## src/rtl/store_buffer_pkg.sv

```systemverilog
// Shared types and helpers for the store buffer: default widths, the entry
// record, and the word-granular address compare.
package store_buffer_pkg;

  localparam int SB_AW    = 32;
  localparam int SB_DW    = 32;
  localparam int SB_DEPTH = 4;

  typedef struct packed {
    logic [SB_AW-1:0] addr;
    logic [SB_DW-1:0] data;
  } sb_entry_t;

  // Two byte addresses name the same word when they differ only in bits [1:0].
  function automatic logic word_match(input logic [SB_AW-1:0] a,
                                      input logic [SB_AW-1:0] b);
    return ((a ^ b) >> 2) == '0;
  endfunction

endpackage

```

## src/rtl/sb_fwd_select.sv

```systemverilog
// Youngest-match search over the pending store entries for a load lookup.
// The match index output exists only when STORE_BUFFER_FWD_EN is defined.
module sb_fwd_select
  import store_buffer_pkg::*;
#(
  parameter int DEPTH = SB_DEPTH,
  parameter int PW    = $clog2(DEPTH)
) (
  input  logic [SB_AW-1:0] entry_addr [DEPTH],
  input  logic [DEPTH-1:0] valid,
  input  logic [PW-1:0]    head,
  input  logic [SB_AW-1:0] ld_addr,
`ifdef STORE_BUFFER_FWD_EN
  output logic [PW-1:0]    idx,
`endif
  output logic             hit
);

  // Walk from oldest (head) to youngest so a later match overrides an older one.
  always_comb begin
    logic [PW-1:0] slot;
    hit  = 1'b0;
    slot = head;
`ifdef STORE_BUFFER_FWD_EN
    idx  = '0;
`endif
    for (int k = 0; k < DEPTH; k++) begin
      slot = head + PW'(k);
      if (valid[slot] && word_match(entry_addr[slot], ld_addr)) begin
        hit = 1'b1;
`ifdef STORE_BUFFER_FWD_EN
        idx = slot;
`endif
      end
    end
  end

endmodule

```

## src/rtl/store_buffer.sv

```systemverilog
// Posted-write FIFO between the store path and dataMemory, with load lookup.
// Define STORE_BUFFER_FWD_EN to forward matching store data on ld_data.
module store_buffer
  import store_buffer_pkg::*;
#(
  parameter int DEPTH = SB_DEPTH,
  parameter int AW    = SB_AW,
  parameter int DW    = SB_DW
) (
  input  logic          clk,
  input  logic          reset,
  input  logic          st_valid,
  input  logic [AW-1:0] st_addr,
  input  logic [DW-1:0] st_data,
  output logic          st_ready,
  input  logic [AW-1:0] ld_addr,
  output logic          ld_hit,
  output logic [DW-1:0] ld_data,
  input  logic          mem_ready,
  output logic [AW-1:0] mem_addr,
  output logic [DW-1:0] mem_writeData,
  output logic          mem_writeEnable,
  output logic          empty
);

  localparam int PW = $clog2(DEPTH);
  localparam int CW = PW + 1;

  // Handshakes: a store transfers on a rising edge where st_valid && st_ready;
  // a write drains on a rising edge where mem_writeEnable && mem_ready. ready
  // never depends on valid in the same cycle, and st_ready uses only the
  // registered count, so a full buffer gets no credit from a concurrent pop.

  logic [PW-1:0] head, tail;
  logic [CW-1:0] count;
  sb_entry_t     entries [DEPTH];
  logic [SB_AW-1:0] entry_addr [DEPTH];
  logic [DEPTH-1:0] valid;
  logic push, pop;

  assign st_ready        = (count != CW'(DEPTH));
  assign empty           = (count == '0);
  assign mem_writeEnable = !empty;
  assign push            = st_valid && st_ready;
  assign pop             = mem_writeEnable && mem_ready;

  always_ff @(posedge clk or posedge reset) begin
    if (reset) begin
      head  <= '0;
      tail  <= '0;
      count <= '0;
    end else begin
      if (push) tail <= tail + 1'b1;
      if (pop)  head <= head + 1'b1;
      case ({push, pop})
        2'b10:   count <= count + 1'b1;
        2'b01:   count <= count - 1'b1;
        default: count <= count;
      endcase
    end
  end

  // Payload storage needs no reset; only slots inside [head, head+count) are ever read.
  always_ff @(posedge clk) begin
    if (push) entries[tail] <= '{addr: st_addr, data: st_data};
  end

  assign mem_addr      = empty ? '0 : entries[head].addr;
  assign mem_writeData = empty ? '0 : entries[head].data;

  // A slot is pending when its distance from head is below count.
  always_comb begin
    logic [PW-1:0] age;
    age   = '0;
    valid = '0;
    for (int i = 0; i < DEPTH; i++) begin
      age      = PW'(i) - head;
      valid[i] = ({1'b0, age} < count);
    end
  end

  always_comb begin
    for (int i = 0; i < DEPTH; i++) entry_addr[i] = entries[i].addr;
  end

`ifdef STORE_BUFFER_FWD_EN
  logic [PW-1:0] fwd_idx;

  sb_fwd_select #(.DEPTH(DEPTH), .PW(PW)) u_fwd (
    .entry_addr (entry_addr),
    .valid      (valid),
    .head       (head),
    .ld_addr    (ld_addr),
    .idx        (fwd_idx),
    .hit        (ld_hit)
  );

  assign ld_data = ld_hit ? entries[fwd_idx].data : '0;
`else
  sb_fwd_select #(.DEPTH(DEPTH), .PW(PW)) u_fwd (
    .entry_addr (entry_addr),
    .valid      (valid),
    .head       (head),
    .ld_addr    (ld_addr),
    .hit        (ld_hit)
  );

  // Without forwarding, a hit is a stall request and the data path is absent.
  assign ld_data = '0;
`endif

endmodule

```

## config.mk

```make
export PLATFORM = sky130hd
export DESIGN_NAME = store_buffer
export DESIGN_NICKNAME = d
export VERILOG_FILES = /design/src/rtl/store_buffer_pkg.sv /design/src/rtl/sb_fwd_select.sv /design/src/rtl/store_buffer.sv
export SDC_FILE = /design/constraint.sdc
export NUM_CORES = 1
export LEC_CHECK = 0
export CORE_ASPECT_RATIO = 0.9
export CORE_MARGIN = 2
export CORE_UTILIZATION = 42
export CTS_CLUSTER_SIZE = 12
export DETAILED_ROUTE_END_ITERATION = 8
export PLACE_DENSITY = 0.66
export SYNTH_ARGS = -nofsm -noshare
export SYNTH_HDL_FRONTEND = slang
export SYNTH_SLANG_ARGS = --single-unit
export TNS_END_PERCENT = 50
```

## constraint.sdc

```tcl
create_clock -name clk -period 2.6 [get_ports clk]
set_clock_uncertainty 0.05 [all_clocks]
set_input_delay 0.39 -clock clk [delete_from_list [all_inputs] [get_ports clk]]
set_output_delay 0.39 -clock clk [all_outputs]
set_load 0.02 [all_outputs]
```

# After elaboration in Yosys (flattened, before gate mapping)
# Memory sizes are Yosys's and may differ from the RTL's.
# Index checks and enable logic that the tools add are counted.
# word_totals
romBits	0
ram_bits	256
latchBits	0
memories	1
wordCells	79
out_inout_bits	100
reg_bits	7
# mem_list
memory	words	width	read_ports	rd_ports_with_merged_regs	write_ports	line	source
entries	4	64	5	0	1	store_buffer.sv:36	sb_entry_t entries [DEPTH];
# classes
n_bitwise	8
n_reduce_logical	13
div_mod_pow	0
muxes	29
multipliers	0
shift	0
order_cmp	12
n_addsub	10
n_eq_ne	3
# ops
op	count
32-bit 2-to-1 mux	10
32-bit binary-select mux with 2-bit select	4
32-bit zero test	4
32-bit XOR	4
3-bit greater-or-equal comparator, second input constant	4
2-bit by 3-bit < comparator with 1-bit output	4
2-bit by 3-bit < comparator with 1-bit output, second input constant	4
2-bit NOT with 3-bit output	4
1-bit 2-to-1 mux	10
1-bit binary-select mux with 2-bit select	4
1-bit logical AND	6
3-bit one-hot mux with 2 select lines	1
2-bit by 1-bit adder with 2-bit output, second input constant	2
2-bit adder, second input constant	2
1-bit by 2-bit subtractor with 2-bit output, first input constant	2
2-bit subtractor, first input constant	2
3-bit by 1-bit adder with 3-bit output, second input constant	1
3-bit zero test	1
3-bit inequality test, second input constant	1
3-bit by 1-bit subtractor with 3-bit output, second input constant	1
2-bit by 1-bit == test with 1-bit output, second input constant	1
2-bit == test, second input constant	1
2-bit nonzero test	1
1-bit zero test	1

# Logic depth before layout (Yosys ltp)
# depth
depth_word	11
mapped_depth	12
ltp_nobuf	10

# Hierarchy
# A second synthesis with hierarchy kept.
# hier_totals
cells_unflattened	988
area_unflattened_um2	14824.2
# modules_own_cells
mod	seq_area_each_um2	cells_per_inst	n_inst	area_each_um2
store_buffer	7862.5	495	1	10468.8
sb_fwd_select	0.0	493	1	4355.4

# Worst setup path after synthesis
# No wires, ideal clock.
# synth_path
path_type	flip-flop to output port
startpoint	reg head[1]
endpoint	out ld_hit
stages_incl_launch_ff	13
setup_slack_ps	-362
n_path_buf	3
t_arrival_ps	2522
required_ps	2160
path_cell_list	dfrtp_1 -> buf_4 -> buf_6 -> buf_6 -> xnor2_1 -> inv_1 -> ha_1 -> nor2b_1 -> o311ai_0 -> a31oi_1 -> nor4_1 -> nand3_1 -> nand4_1
# synth_between
elab_chain_len	11
# synth_rtl
item	line	source
from (decl)	store_buffer.sv:34	logic [PW-1:0] head, tail;
from (signal assigned)	store_buffer.sv:54	if (pop) head <= head + 1'b1;
2-bit by 1-bit adder with 2-bit output or 2-bit NOT with 3-bit output (tied branches)	sb_fwd_select.sv:28, sb_fwd_select.sv:29	
2-bit NOT with 3-bit output (implied by the code) or 32-bit binary-select mux with 2-bit select (tied branches)	sb_fwd_select.sv:29	if (valid[slot] && word_match(entry_addr[slot], ld_addr)) begin
32-bit binary-select mux with 2-bit select or 32-bit 2-to-1 mux (tied branches)	sb_fwd_select.sv:29	
32-bit 2-to-1 mux (implied by the code)	sb_fwd_select.sv:29	
32-bit 2-to-1 mux (implied by the code) or 32-bit XOR (tied branches)	sb_fwd_select.sv:29, store_buffer_pkg.sv:17	
32-bit XOR or 32-bit zero test (tied branches)	store_buffer_pkg.sv:17	return ((a ^ b) >> 2) == '0;
32-bit zero test or 1-bit logical AND (tied branches)	store_buffer_pkg.sv:17, sb_fwd_select.sv:29	
1-bit logical AND or 1-bit 2-to-1 mux (tied branches)	sb_fwd_select.sv:29	
1-bit 2-to-1 mux (2 in a row)	sb_fwd_select.sv:29	
1-bit 2-to-1 mux *	sb_fwd_select.sv:29	
to (decl)	store_buffer.sv:17	output logic ld_hit,
# Every way passes the cells marked *; elsewhere a longest branch is shown, timed or not. The select of a mux whose other input is x is not followed.

# Final worst setup path
# layout_path
startpoint	reg head[0]
endpoint	out ld_hit
# Same word-level chain as after synthesis.

==> impl_metrics.yaml <==
synth:
  synth_top_area_share_pct: 54.0
  synth_ff_type: "edfxtp_1"
  synth_cell_type_count: 45
  synthMuxAreaShare_pct: 24.4
  async_reset_ff_share_pct: 2.66
  synth-compound-area-share_pct: 1.18
  yosys_register_bits: 263
  syn_avg_cell_area_um2: 16.9
  synth_edf_count: 256
  syn-cell-area_um2: 14200
  syn-instance-count: 844
  synth_top_area_cell: "edfxtp_1"
  synth_xor_area_share_pct: 8.05
  ys_seq_area_share_pct: 55.2
  yosysWarningCount: 0
  synth_top_family_by_area: "multiplexers"
  synth_fa_ha_area_share_pct: 0.931
  synth-simple-area-share_pct: 5.48
  synth_area_leaders: "edfxtp_1 54%, mux4_2 22%, xnor2_1 6.7%, and2_1 2.9%, mux2i_1 2.2%"
floorplanning:
  initial_core_util_pct: 42.9
  die_h_um: 179
  coreArea_um2: 33200
  die_x_um: 198
  io_pins: 200
  die_area_um2: 35400
  rows: 63
layout:
  multi_input_area_um2: 6080
  fin_nets: 1281
  areaGrowthSynthToFinish_pct: 32.9
  stdcell_area_um2: 18900
  seq_area_um2: 7870
  drive_gt1_share_pct: 41.2
  num-fill-cells: 2599
clocking:
  path_clk_slew_ns: 0.06
  cts_max_level: 1
  clock_latency_ns: 0.57
  cts_tree: "yes"
  cts_root_buf: "clkbuf_16"
  cts.sink_count: 263
  cts_buffers: 29
  cts_buffer_depth: 3
global_routing:
  grt_pass1_vias: 8964
  grt_usage_pct: 20.3
  grt_max_degree: 47
  grt_pass1_wl_um: 53200
  grt_antenna_before_repair: 3
  grt-ovfl-total: 0
critical_path:
  critical_path_class: "reg -> out"
  start_kind: "register"
  end_kind: "output pin"
  timing.rr.start: "count[0]$_DFFE_PP0P_"
  worst-r2r-setup-slack_ns: 0.19
  r2r_end: "count[2]$_DFFE_PP0P_"
  worstRegToRegCells: 10
  cp_max_fo: 8
  worstPathRequired_ns: 2.16
  crit_arrival_ns: 3.18
pwr:
  ir_drop_mv: 0.644
  power_density_nw_per_um2: 1270
  power.total_mw: 24.0
  p_leak_nw: 6.77
placement:
  place_ws_ns: -1.21
  io_buffers: 165
  dp_hpwl_um: 25200
  gp_congestion: 0.845
  dpl-instance-area_um2: 17400
detailed_routing:
  first_iter_violations: 711
  route.met3.wl_um: 3570
  ant_nets: 0
  via_per_inst: 5.35
  top_layer: "met5"
  wl_met2_um: 16900
  drc: 0
  avgRoutedWirePerCell_um: 22.0
  drtPass1Iterations: 5
  vias: 8803
  route.layer.met1.wl_um: 14800
  drt-total-wl_um: 36100
hold_path:
  min_path_cells: 1
  hp-class: "in -> reg"
  hold_path_end: "entries[2][33]$_DFFE_PP_"
  min-delay-start: "st_addr[1]"
timing:
  max_freq_mhz: 276
  finalWorstSetupSlack_ns: -1.02
  slew_violations: 0
  setup_viol: 65
  fin_crit_ns: 3.62
  period_share_pct: 139
  hold_violations: 0
  rsz0062_at_grt: "true"
run_status:
  violations: "setup timing"
  outcome: "finished with violations"
run:
  cap_violations: 0
per-stage QoR:
stage	util (%)	hold slack, ns	setup TNS, ns	cells
finish	57.0	0.403	-16.18	1645
global route	57.0	0.395	-21.91	1643
CTS	55.9	0.372	-19.50	1624
detailed placement	52.5	0.542	-19.11	1563
global placement	52.5	0.535	-18.65	1563
floorplan	-	0.143	-33.20	875
synth_stat cells, drive strengths merged, types with 2 or more instances:
master / number
xor2: 22
o311ai: 4
mux2: 2
nand2b: 2
and2: 65
clkbuf: 29
buf: 73
inv: 11
a31oi: 2
mux4: 139
nand4: 25
dfrtp: 7
nand3: 5
nor4: 9
ha: 9
nor2: 7
xnor2: 109
a211oi: 2
nor2b: 2
and3: 6
mux2i: 32
nand2: 6
or3: 2
edfxtp: 256
worst max-delay path, cell delays in order, from the launching register on:
cell	delay [ns]
dfrtp_4	0.46
buf_12	0.16
buf_6	0.14
mux4_2	0.56
xnor2_4	0.20
nand4_1	0.24
nor4_2	0.31
nand4_1	0.15
nand4_1	0.20
buf_4	0.18
cells in the final DEF (no fill, tap or decap), drive strengths merged, types with 8 or more instances in the layout:
cell type,netlist,layout
nor4,9,9
xnor2,109,109
buf,73,254
mux4,139,139
xor2,22,22
and2,65,65
ha,9,9
clkdlybuf4s50,0,98
mux2i,32,32
conb,1,32
edfxtp,256,256
clkinv,1,8
nand4,25,25
clkbuf,29,39
inv,11,13
worst max path at each step:
stage | from | to | slack [ns] | cells after the start
after floorplan | count[2]$_DFFE_PP0P_ | entries[2][0]$_DFFE_PP_ | -0.26 | 3
after global placement | head[0]$_DFFE_PP0P_ | ld_hit | -1.22 | 9
after detailed placement | head[0]$_DFFE_PP0P_ | ld_hit | -1.21 | 9
after CTS | head[0]$_DFFE_PP0P_ | ld_hit | -1.00 | 10
after global routing | head[0]$_DFFE_PP0P_ | ld_hit | -1.18 | 10
final | head[0]$_DFFE_PP0P_ | ld_hit | -1.02 | 9
routing by layer:
| metal | vias up | track usage [%] |
|---|---|---|
| met4 | 2 | 5.23 |
| met2 | 364 | 32.2 |
| met3 | 63 | 6.60 |
| li1 | 3934 | - |
| met5 | - | 0 |
| met1 | 4440 | 27.0 |
cells by family after synthesis:
kind of cell,after synthesis
and+or+nand+nor,131
xor gates and xnor gates,131
other,1
adders and majority gates,10
buffers and inverters,114
muxes,173
DFF,263
AOI/OAI and AO/OA,21
final cells by class:
| cell class | instances | share of cell area [%] |
|---|---|---|
| clock inverters | 13 | 0.958 |
| inverters | 12 | 0.264 |
| flip-flops and latches | 263 | 41.6 |
| diodes | 2 | 0.0264 |
| multi-input cells | 498 | 32.1 |
| repair buffers | 367 | 18.1 |
| well taps | 455 | 3.01 |
| clock buffers | 35 | 3.95 |
where the power goes:
part | switching [mW] | internal, mW | leakage (nW)
logic | 6.58 | 7.37 | 3.89
clock network | 1.64 | 2.43 | 0.458
registers | 0.385 | 5.62 | 2.43
total | 8.60 | 15.4 | 6.77
timing repair:
| item | CTS | global route |
|---|---|---|
| hold buffers | 1 | 0 |
| buffers inserted | 11 | 16 |
| pin swaps | 10 | 8 |
| endpoints found under the setup margin | 67 | 66 |
| gates resized for setup | 319 | 50 |
| endpoints found under the hold margin | 1 | 0 |
| cloned | 1 | 3 |
flip-flops by register name, summed over array words and instances (netlist names):
signal   count
entries    256
count        3
head         2
tail         2
(Power assumes the default switching activity.)
